--- src/rtl/ddr3_pkg.sv ---
// Shared constants and types for the DDR3 request scheduler.
package ddr3_pkg;

    localparam longint unsigned FREQ        = 64'd99_800_000;
    // Cycles per owed refresh: FREQ * 7.8125us, truncated.
    localparam int unsigned     REFI_CYCLES = int'((FREQ * 64'd78125) / 64'd10_000_000_000);
    localparam int unsigned     MAX_DEBT    = 8;
    localparam int unsigned     ADDR_W      = 26;
    localparam int unsigned     DEBT_W      = $clog2(MAX_DEBT + 1);
    localparam int unsigned     TIMER_W     = $clog2(REFI_CYCLES);

    typedef logic [ADDR_W-1:0] addr_t;
    typedef logic [15:0]       data_t;

    typedef enum logic [2:0] {
        ST_IDLE,
        ST_CMD,
        ST_GUARD,
        ST_WAIT_BUSY,
        ST_WAIT_DATA
    } sched_state_e;

    typedef enum logic [1:0] {
        OP_WRITE,
        OP_READ,
        OP_REFRESH
    } sched_op_e;

endpackage

--- src/rtl/ddr3_req_sched_if.sv ---
// Client request/response bus plus controller command bus of the scheduler.
interface ddr3_req_sched_if;
    import ddr3_pkg::*;

    logic  req_valid;
    logic  req_ready;
    logic  req_we;
    addr_t req_addr;
    data_t req_wdata;
    logic  rsp_valid;
    data_t rsp_data;
    logic  mem_rd;
    logic  mem_wr;
    logic  mem_refresh;
    addr_t mem_addr;
    data_t mem_din;
    data_t mem_dout;
    logic  mem_data_ready;
    logic  mem_busy;

    // Scheduler side
    modport slave (
        input  req_valid, req_we, req_addr, req_wdata,
        input  mem_dout, mem_data_ready, mem_busy,
        output req_ready, rsp_valid, rsp_data,
        output mem_rd, mem_wr, mem_refresh, mem_addr, mem_din
    );

    // Client + controller side
    modport master (
        output req_valid, req_we, req_addr, req_wdata,
        output mem_dout, mem_data_ready, mem_busy,
        input  req_ready, rsp_valid, rsp_data,
        input  mem_rd, mem_wr, mem_refresh, mem_addr, mem_din
    );

endinterface

--- src/rtl/ddr3_refi_timer.sv ---
// tREFI interval timer and owed-refresh (debt) counter with sticky overflow.
module ddr3_refi_timer
    import ddr3_pkg::*;
(
    input  logic              clk,
    input  logic              sys_resetn,
    input  logic              i_issue,
    output logic [DEBT_W-1:0] o_debt,
    output logic              o_debt_overflow
);

    localparam logic [TIMER_W-1:0] TIMER_LAST = TIMER_W'(REFI_CYCLES - 1);
    localparam logic [DEBT_W-1:0]  DEBT_MAX   = DEBT_W'(MAX_DEBT);

    logic [TIMER_W-1:0] r_timer;
    logic [DEBT_W-1:0]  r_debt;
    logic               r_overflow;
    logic               w_wrap;

    assign w_wrap          = (r_timer == TIMER_LAST);
    assign o_debt          = r_debt;
    assign o_debt_overflow = r_overflow;

    // Free-running interval timer, wraps after REFI_CYCLES counts.
    always_ff @(posedge clk) begin
        if (!sys_resetn) begin
            r_timer <= '0;
        end else if (w_wrap) begin
            r_timer <= '0;
        end else begin
            r_timer <= r_timer + TIMER_W'(1);
        end
    end

    // Debt: +1 per wrap, -1 per issued refresh; coincident events cancel.
    // A wrap at full debt is lost and flagged.
    always_ff @(posedge clk) begin
        if (!sys_resetn) begin
            r_debt     <= '0;
            r_overflow <= 1'b0;
        end else if (w_wrap && !i_issue) begin
            if (r_debt == DEBT_MAX) begin
                r_overflow <= 1'b1;
            end else begin
                r_debt <= r_debt + DEBT_W'(1);
            end
        end else if (!w_wrap && i_issue && (r_debt != '0)) begin
            r_debt <= r_debt - DEBT_W'(1);
        end
    end

endmodule

--- src/rtl/ddr3_req_sched.sv ---
// Single-outstanding request scheduler with deferred refresh in front of ddr3_controller.
module ddr3_req_sched
    import ddr3_pkg::*;
(
    input  logic             clk,
    input  logic             sys_resetn,
    ddr3_req_sched_if.slave  bus,
    output logic [23:0]      refresh_count,
    output logic             debt_overflow
);

    localparam logic [DEBT_W-1:0] DEBT_MAX = DEBT_W'(MAX_DEBT);

    sched_state_e      r_state;
    sched_state_e      w_state_next;
    sched_op_e         r_op;
    logic              r_captured;
    addr_t             r_mem_addr;
    data_t             r_mem_din;
    logic              r_rsp_valid;
    data_t             r_rsp_data;
    logic [23:0]       r_refresh_count;

    logic [DEBT_W-1:0] w_debt;
    logic              w_refresh_wins;
    logic              w_idle_free;
    logic              w_issue_refresh;
    logic              w_accept;
    logic              w_capture;
    logic              w_mem_wr;
    logic              w_mem_rd;

    ddr3_refi_timer u_refi (
        .clk             (clk),
        .sys_resetn      (sys_resetn),
        .i_issue         (w_issue_refresh),
        .o_debt          (w_debt),
        .o_debt_overflow (debt_overflow)
    );

    // Full debt always wins; otherwise refresh only fills gaps in client traffic.
    assign w_refresh_wins  = (w_debt == DEBT_MAX) | ((w_debt != '0) & ~bus.req_valid);
    assign w_idle_free     = sys_resetn & (r_state == ST_IDLE) & ~bus.mem_busy;
    assign w_issue_refresh = w_idle_free & w_refresh_wins;
    assign w_accept        = w_idle_free & ~w_refresh_wins & bus.req_valid;
    // Read data may arrive as early as the cycle after the rd pulse.
    assign w_capture       = (r_op == OP_READ) & ~r_captured & bus.mem_data_ready &
                             ((r_state == ST_GUARD) | (r_state == ST_WAIT_BUSY) |
                              (r_state == ST_WAIT_DATA));

    assign bus.req_ready   = w_idle_free & ~w_refresh_wins;
    assign bus.mem_refresh = w_issue_refresh;
    assign bus.mem_wr      = w_mem_wr;
    assign bus.mem_rd      = w_mem_rd;
    assign bus.mem_addr    = r_mem_addr;
    assign bus.mem_din     = r_mem_din;
    assign bus.rsp_valid   = r_rsp_valid;
    assign bus.rsp_data    = r_rsp_data;
    assign refresh_count   = r_refresh_count;

    // State register.
    always_ff @(posedge clk) begin
        if (!sys_resetn) begin
            r_state <= ST_IDLE;
        end else begin
            r_state <= w_state_next;
        end
    end

    // Next state and command pulses; GUARD skips the cycle where busy may lag.
    always_comb begin
        w_state_next = r_state;
        w_mem_wr     = 1'b0;
        w_mem_rd     = 1'b0;
        case (r_state)
            ST_IDLE: begin
                if (w_issue_refresh) begin
                    w_state_next = ST_GUARD;
                end else if (w_accept) begin
                    w_state_next = ST_CMD;
                end
            end
            ST_CMD: begin
                w_mem_wr     = sys_resetn & (r_op == OP_WRITE);
                w_mem_rd     = sys_resetn & (r_op == OP_READ);
                w_state_next = ST_GUARD;
            end
            ST_GUARD: begin
                w_state_next = ST_WAIT_BUSY;
            end
            ST_WAIT_BUSY: begin
                if (!bus.mem_busy) begin
                    if ((r_op != OP_READ) || r_captured || w_capture) begin
                        w_state_next = ST_IDLE;
                    end else begin
                        w_state_next = ST_WAIT_DATA;
                    end
                end
            end
            ST_WAIT_DATA: begin
                if (w_capture) begin
                    w_state_next = ST_IDLE;
                end
            end
            default: begin
                w_state_next = ST_IDLE;
            end
        endcase
    end

    // Command latch, read capture, response strobe and refresh counter.
    always_ff @(posedge clk) begin
        if (!sys_resetn) begin
            r_op            <= OP_WRITE;
            r_captured      <= 1'b0;
            r_mem_addr      <= '0;
            r_mem_din       <= '0;
            r_rsp_valid     <= 1'b0;
            r_rsp_data      <= '0;
            r_refresh_count <= '0;
        end else begin
            r_rsp_valid <= w_capture;
            if (w_accept) begin
                r_op       <= bus.req_we ? OP_WRITE : OP_READ;
                r_mem_addr <= bus.req_addr;
                r_mem_din  <= bus.req_wdata;
                r_captured <= 1'b0;
            end else if (w_issue_refresh) begin
                r_op       <= OP_REFRESH;
                r_captured <= 1'b0;
            end else if (w_capture) begin
                r_captured <= 1'b1;
                r_rsp_data <= bus.mem_dout;
            end
            if (w_issue_refresh && (r_refresh_count != 24'hFF_FFFF)) begin
                r_refresh_count <= r_refresh_count + 24'd1;
            end
        end
    end

endmodule

--- src/flat_wrapper.sv ---
// flat-port wrapper written by rule: the top's interface ports become plain ports
module ddr3_req_sched_flat import ddr3_pkg::*;
  (clk, sys_resetn, refresh_count, debt_overflow, bus_req_valid, bus_req_we, bus_req_addr, bus_req_wdata, bus_mem_dout, bus_mem_data_ready, bus_mem_busy, bus_req_ready, bus_rsp_valid, bus_rsp_data, bus_mem_rd, bus_mem_wr, bus_mem_refresh, bus_mem_addr, bus_mem_din);
  ddr3_req_sched_if bus_i ();
  input  logic clk;
  input  logic sys_resetn;
  output logic [23:0] refresh_count;
  output logic debt_overflow;
  input wire logic [$bits(bus_i.req_valid)-1:0] bus_req_valid;
  input wire logic [$bits(bus_i.req_we)-1:0] bus_req_we;
  input wire logic [$bits(bus_i.req_addr)-1:0] bus_req_addr;
  input wire logic [$bits(bus_i.req_wdata)-1:0] bus_req_wdata;
  input wire logic [$bits(bus_i.mem_dout)-1:0] bus_mem_dout;
  input wire logic [$bits(bus_i.mem_data_ready)-1:0] bus_mem_data_ready;
  input wire logic [$bits(bus_i.mem_busy)-1:0] bus_mem_busy;
  output wire logic [$bits(bus_i.req_ready)-1:0] bus_req_ready;
  output wire logic [$bits(bus_i.rsp_valid)-1:0] bus_rsp_valid;
  output wire logic [$bits(bus_i.rsp_data)-1:0] bus_rsp_data;
  output wire logic [$bits(bus_i.mem_rd)-1:0] bus_mem_rd;
  output wire logic [$bits(bus_i.mem_wr)-1:0] bus_mem_wr;
  output wire logic [$bits(bus_i.mem_refresh)-1:0] bus_mem_refresh;
  output wire logic [$bits(bus_i.mem_addr)-1:0] bus_mem_addr;
  output wire logic [$bits(bus_i.mem_din)-1:0] bus_mem_din;
  assign bus_i.req_valid = bus_req_valid;
  assign bus_i.req_we = bus_req_we;
  assign bus_i.req_addr = bus_req_addr;
  assign bus_i.req_wdata = bus_req_wdata;
  assign bus_i.mem_dout = bus_mem_dout;
  assign bus_i.mem_data_ready = bus_mem_data_ready;
  assign bus_i.mem_busy = bus_mem_busy;
  assign bus_req_ready = bus_i.req_ready;
  assign bus_rsp_valid = bus_i.rsp_valid;
  assign bus_rsp_data = bus_i.rsp_data;
  assign bus_mem_rd = bus_i.mem_rd;
  assign bus_mem_wr = bus_i.mem_wr;
  assign bus_mem_refresh = bus_i.mem_refresh;
  assign bus_mem_addr = bus_i.mem_addr;
  assign bus_mem_din = bus_i.mem_din;
  ddr3_req_sched u_core (.clk(clk), .sys_resetn(sys_resetn), .bus(bus_i), .refresh_count(refresh_count), .debt_overflow(debt_overflow));
endmodule
--- config.mk ---
export PLATFORM = sky130hd
export DESIGN_NAME = ddr3_req_sched_flat
export DESIGN_NICKNAME = d
export VERILOG_FILES = /design/src/rtl/ddr3_pkg.sv /design/src/rtl/ddr3_req_sched_if.sv /design/src/rtl/ddr3_refi_timer.sv /design/src/rtl/ddr3_req_sched.sv /design/src/flat_wrapper.sv
export SDC_FILE = /design/constraint.sdc
export NUM_CORES = 1
export LEC_CHECK = 0
export ABC_AREA = 1
export CORE_UTILIZATION = 50
export CTS_CLUSTER_SIZE = 40
export DETAILED_ROUTE_END_ITERATION = 16
export PLACE_DENSITY = 0.86
export SYNTH_ARGS = -nofsm -noshare
export SYNTH_HDL_FRONTEND = slang
export SYNTH_SLANG_ARGS = --single-unit
export TNS_END_PERCENT = 1
--- constraint.sdc ---
create_clock -name clk -period 3.44 [get_ports clk]
set_input_delay 0.688 -clock clk [delete_from_list [all_inputs] [get_ports clk]]
set_output_delay 0.688 -clock clk [all_outputs]
set_load 0.05 [all_outputs]
==> impl_metrics.env, run 1 <==
export IMPL_ant_nets=0
export IMPL_cts_tree="done"
export IMPL_firstDrtPassIters=5
export IMPL_fin_setup_tns_ps=0
export IMPL_syn_num_nets=720
export IMPL_cts_hold_buffers=0
export IMPL_htree_levels=3
export IMPL_crit_fanout=18
export IMPL_min_path_type="reg -> reg"
export IMPL_drc=0
export IMPL_end_kind="primary output"
export IMPL_globalplace_congestion=0.874
export IMPL_numCtsBuffers=9
export IMPL_ys_seq_area_frac=0.441
export IMPL_finalClockSkew_ps=13.3
export IMPL_fmax_mhz=390
export IMPL_crit_type="in -> out"
export IMPL_initialDrtViolationCount=183
export IMPL_crit_path_top_delay_cell="nor4_1"
export IMPL_core_area_um2=9200
export IMPL_ir_drop_mv=0.212
export IMPL_status="complete, no violations"
export IMPL_clk_latency_ps=370
export IMPL_n_fill_cell=726
export IMPL_powerDensity_nw_per_um2=443
export IMPL_pin_count=152
export IMPL_layout_common_cells="178 x nor2_1, 146 x clkdlybuf4s50_1, 104 x dfxtp_1"
export IMPL_layout_commonest_cell="nor2_1"
export IMPL_io_buffers=151
export IMPL_dr_total_vias=4713
export IMPL_num_rows=35
export IMPL_slowest_delay_ps=500
export IMPL_p_leak_nw=2.43
export IMPL_post_dp_hpwl_mm=8.96
export IMPL_hold_violations=0
export IMPL_cp_arrival_ps=1880
export IMPL_ys_warn_count=0
export IMPL_post_synth_inst_count=650
export IMPL_rsz0062_at_grt="no"
export IMPL_pre_cts_ws_ps=600
export IMPL_final_area_um2=6450
export IMPL_ys_types=39
export IMPL_worst_path_buf_inv=3
export IMPL_antenna_cells=0
export IMPL_maxCapViolations=0
export IMPL_dieArea_um2=9840
export IMPL_layout_nets=860
export IMPL_start_util=0.514
export IMPL_worst_slew_pin_slew_ps=540
export IMPL_grt_pass1_wl_mm=20.1
export IMPL_path_cells="buf_2 > clkinv_1 > nor4_1 > buf_12"
export IMPL_vias_per_cell=5.20
export IMPL_period_share=0.745
export IMPL_mappedNetlistArea_um2=4730
export IMPL_die_h_um=99.2
export IMPL_grt_max_degree=45
export IMPL_setup_worst_path_start_class="input pin"
export IMPL_clk_pin_slew_ps=90
export IMPL_ys_ff_latch=104
export IMPL_fin_crit_ps=2560
export IMPL_slew_headroom=0.636
export IMPL_synth_area_per_cell_um2=7.27
export IMPL_postCtsSetupRepairBufs=0
export IMPL_antenna_found_initial=0
export IMPL_crit_family="buffers and inverters"
export IMPL_cp_required_ps=2750
export IMPL_drt_total_wl_mm=12.1
export IMPL_fp_dieW_um=99.2
export IMPL_grt_ovfl_total=0
export IMPL_post_cts_resize_count=0
export IMPL_wl_per_cell_um=13.3
export IMPL_drive_gt1_frac=0.0805
export IMPL_fin_ws_ps=876
export IMPL_cts_sinks=104
export IMPL_dpl_cell_area_um2=6270
export IMPL_grt_pass1_vias=4404
export IMPL_setup_viol_count_final=0
export IMPL_area_growth_pct=36.5
export IMPL_slew_viol_final=0
export IMPL_clockBufferDepth=2
export IMPL_clockRootBuffer="clkbuf_8"
export IMPL_grt_use_total=0.250
-- path summary, 6_finish.rpt --
check	from	endpoint	slack, ps	cells past startpoint
setup / recovery	sys_resetn	bus_mem_rd	880	4
hold reg to reg	u_core.u_refi.o_debt_overflow$_SDFFE_PN0P_	u_core.u_refi.o_debt_overflow$_SDFFE_PN0P_	470	1
setup reg to reg	u_core.u_refi.r_timer[0]$_SDFF_PP0_	u_core.u_refi.o_debt[3]$_SDFFE_PN0P_	1140	16
hold / removal	u_core.u_refi.o_debt_overflow$_SDFFE_PN0P_	u_core.u_refi.o_debt_overflow$_SDFFE_PN0P_	470	1
-- routing by layer --
metal	global-route usage	up-vias	part of all wire
met1	0.305	2144	0.42
li1	-	2353	-
met2	0.442	191	0.49
met3	0.0408	25	0.071
met5	0	-	0
met4	0.0928	0	0.021
-- metrics by stage --
| step | hold slack (ps) | cells | util | power, mW |
|---|---|---|---|---|
| global placement | 443 | 890 | 0.682 | 2.14 |
| finish | 469 | 906 | 0.702 | 2.86 |
| CTS | 476 | 906 | 0.702 | 2.88 |
| floorplan | 430 | 650 | - | 1.88 |
| detailed placement | 454 | 890 | 0.682 | 2.17 |
| global route | 505 | 906 | 0.702 | 2.99 |
-- cells by family (layout without fill, tap and decap cells) --
group	after synthesis	after routing	share of synthesized area
compound gates	101	101	0.117
simple gates	351	351	0.321
buf+inv	72	217	0.0744
flops	104	104	0.441
xor+xnor	16	16	0.0297
fa+ha+maj	6	6	0.0175
-- where the power goes --
| group | switching [mW] | internal (mW) | leakage (nW) |
|---|---|---|---|
| registers | 0.0495 | 1.29 | 0.843 |
| clock network | 0.428 | 0.289 | 0.0861 |
| logic | 0.506 | 0.293 | 1.50 |
| total | 0.984 | 1.87 | 2.43 |
-- state kept, by name, indices dropped and copies added, names as in the netlist --
signal and count:
u_core.r_op 2, u_core.r_state 3, u_core.bus.rsp_data 16, u_core.u_refi.o_debt 4
u_core.bus.mem_din 16, u_core.refresh_count 24, u_core.u_refi.o_debt_overflow 1, u_core.u_refi.r_timer 10
u_core.bus.mem_addr 26, u_core.bus.rsp_valid 1, u_core.r_captured 1
-- Yosys cell counts (all sizes together) --
cell type,count,area [um2]
a21oi,32,201
and3,2,12.5
buf,18,145
clkbuf,9,33.8
clkinv,3,12.5
dfxtp,104,2080
fa,1,20.0
ha,5,62.6
inv,42,160
nand2,117,489
nand3,24,125
nand3b,5,37.5
nand4,11,68.8
nor2,183,714
nor3,5,41.3
nor3b,1,7.51
nor4,2,12.5
o211ai,1,7.51
o21a,2,15.0
o21ai,66,330
or2,1,6.26
xnor2,4,35.0
xor2,12,105
-- final cells by class --
type / count / area, um2 / share of cell area
Multi-Input combinational cell: 474 / 2290 / 0.355
Sequential cell: 104 / 2080 / 0.323
Timing Repair Buffer: 156 / 1580 / 0.245
Inverter: 45 / 173 / 0.0268
Clock buffer: 11 / 141 / 0.0219
Tap cell: 111 / 139 / 0.0215
Clock inverter: 5 / 41.3 / 0.00640
No activity file was read; power rests on OpenSTA's default activity.
==> run 2, diff against run 1 <==
Settings changed: CORE_UTILIZATION 50 to 42, PLACE_DENSITY 0.86 to 0.77.
Clock period 3.44 ns to 2.1 ns, I/O delays scaled along.
==> impl_metrics.env, run 2 (same netlist as run 1, synthesis figures left out) <==
export IMPL_io_buffers=151
export IMPL_area_growth_pct=44.3
export IMPL_worst_slew_pin_slew_ps=646
export IMPL_die_h_um=108
export IMPL_fin_setup_tns_ps=0
export IMPL_dr_total_vias=4738
export IMPL_layout_commonest_cell="nor2_1"
export IMPL_min_path_type="reg -> reg"
export IMPL_cp_arrival_ps=2360
export IMPL_wl_per_cell_um=13.6
export IMPL_grt_pass1_wl_mm=20.7
export IMPL_fin_ws_ps=21.5
export IMPL_post_dp_hpwl_mm=9.28
export IMPL_end_kind="flip-flop"
export IMPL_fmax_mhz=481
export IMPL_slew_headroom=0.570
export IMPL_fin_crit_ps=2080
export IMPL_layout_nets=880
export IMPL_vias_per_cell=4.96
export IMPL_clockBufferDepth=2
export IMPL_crit_start="u_core.u_refi.r_timer[1]$_SDFF_PP0_"
export IMPL_globalplace_congestion=0.879
export IMPL_powerDensity_nw_per_um2=712
export IMPL_grt_use_total=0.223
export IMPL_cts_sinks=104
export IMPL_clockRootBuffer="clkbuf_8"
export IMPL_firstDrtPassIters=5
export IMPL_drive_gt1_frac=0.134
export IMPL_crit_fanout=3
export IMPL_start_util=0.434
export IMPL_cp_required_ps=2380
export IMPL_layout_common_cells="174 x nor2_1, 127 x clkdlybuf4s50_1, 100 x dfxtp_1"
export IMPL_crit_type="reg -> reg"
export IMPL_slew_viol_final=0
export IMPL_numCtsBuffers=9
export IMPL_htree_levels=3
export IMPL_pre_cts_ws_ps=-321
export IMPL_clk_pin_slew_ps=110
export IMPL_hold_path_startpoint="u_core.r_captured$_SDFFE_PP0P_"
export IMPL_period_share=0.990
export IMPL_r2r_setup_slack_ps=20
export IMPL_num_rows=38
export IMPL_pin_count=152
export IMPL_clk_latency_ps=380
export IMPL_maxCapViolations=0
export IMPL_setup_viol_count_final=0
export IMPL_worst_r2r_endpoint="u_core.u_refi.o_debt[3]$_SDFFE_PN0P_"
export IMPL_setup_worst_path_start_class="flip-flop"
export IMPL_cts_tree="done"
export IMPL_cts_hold_buffers=0
export IMPL_finalClockSkew_ps=15.1
export IMPL_antenna_found_initial=0
export IMPL_drt_total_wl_mm=13.0
export IMPL_hold_violations=0
export IMPL_hold_end="u_core.r_captured$_SDFFE_PP0P_"
export IMPL_grt_ovfl_total=0
export IMPL_r2r_start="u_core.u_refi.r_timer[1]$_SDFF_PP0_"
export IMPL_core_area_um2=10900
export IMPL_dieArea_um2=11700
export IMPL_grt_max_degree=74
export IMPL_antenna_cells=0
export IMPL_initialDrtViolationCount=301
export IMPL_status="complete, no violations"
export IMPL_grt_pass1_vias=4467
export IMPL_drc=0
export IMPL_hold_depth=2
export IMPL_rsz0062_at_grt="yes"
export IMPL_p_leak_nw=2.80
export IMPL_ant_nets=0
export IMPL_fp_dieW_um=108
export IMPL_largest_reg_flops=26
export IMPL_ff2ff_path_depth=14
export IMPL_ir_drop_mv=0.418
run 2: cell types whose count changed in the layout (fill, tap and decap cells not counted), moves of 4 or more:
| cell | delta |
|---|---|
| buf_4 | +19 |
| inv_1 | -4 |
| dlymetal6s2s_1 | +11 |
| clkdlybuf4s50_1 | -19 |
| dfxtp_1 | -4 |
| dlygate4sd2_1 | +6 |
| inv_2 | +4 |
| nor2_1 | -4 |
run 2: area by class of cell:
class,instances,area [um2]
Clock buffer,10,128
Clock inverter,6,75.1
Fill cell,976,4070
Inverter,45,174
Multi-Input combinational cell,474,2390
Sequential cell,104,2090
Tap cell,140,175
Timing Repair Buffer,176,1790
run 2: report_power, final:
group | internal (mW) | switching, mW | leakage [nW]
Combinational | 0.515 | 0.837 | 1.85
Sequential | 2.12 | 0.0818 | 0.845
Clock | 0.571 | 0.734 | 0.0994
run 2: worst max-delay path by stage:
stage                                                      end  slack [ps]  cells past startpoint
after floorplan                                     bus_mem_rd         -40                      3
after global placement    u_core.u_refi.o_debt[3]$_SDFFE_PN0P_        -190                     15
after CTS                 u_core.u_refi.o_debt[3]$_SDFFE_PN0P_         -30                     15
after global routing      u_core.u_refi.o_debt[3]$_SDFFE_PN0P_         -90                     16
after detailed placement  u_core.u_refi.o_debt[3]$_SDFFE_PN0P_        -320                     14
final                     u_core.u_refi.o_debt[3]$_SDFFE_PN0P_          20                     14
run 2: layer usage:
metal	vias up	global-route usage	wire length, um
met5	-	0	0
met3	19	0.0362	771
met2	148	0.393	6450
met4	0	0.0871	240
li1	2389	-	-
met1	2182	0.269	5560
run 2: worst max-delay path, stage by stage, from the launching register on:
cell and delay [ps]:
dfxtp_4 380, ha_4 130, inv_2 30, nor2_4 120, nand3_2 120, nor2_4 140, nand2_2 110, ha_4 270
and3_4 170, nor2_4 140, nand3_2 90, nand2_1 70, nor2_1 30, nor2_1 140, nor2_1 60
run 2: what timing repair did:
action / CTS / global route
pin swaps: 0 / 14
setup endpoints to repair: 8 / 15
resized for setup: 10 / 34
setup buffers: 0 / 2
run 2: through the flow:
stage          instance area (um2)  utilization  total power [mW]  instances  hold slack [ps]
2_1_floorplan                 4740            -              3.09        650              430
3_3_place_gp                  6490        0.596              3.55        937              458
3_5_place_dp                  6490        0.596              3.59        937              463
4_1_cts                       6690        0.614              4.89        953              481
5_1_grt                       6820        0.626              5.08        955              509
6_report                      6820        0.626              4.86        955              475
==> run 3, diff against run 2 <==
Settings changed: ABC_CLOCK_PERIOD_IN_PS set to 2100.
==> results of run 3 <==
No change in the layout: final DEF, timing and power equal those of run 2.
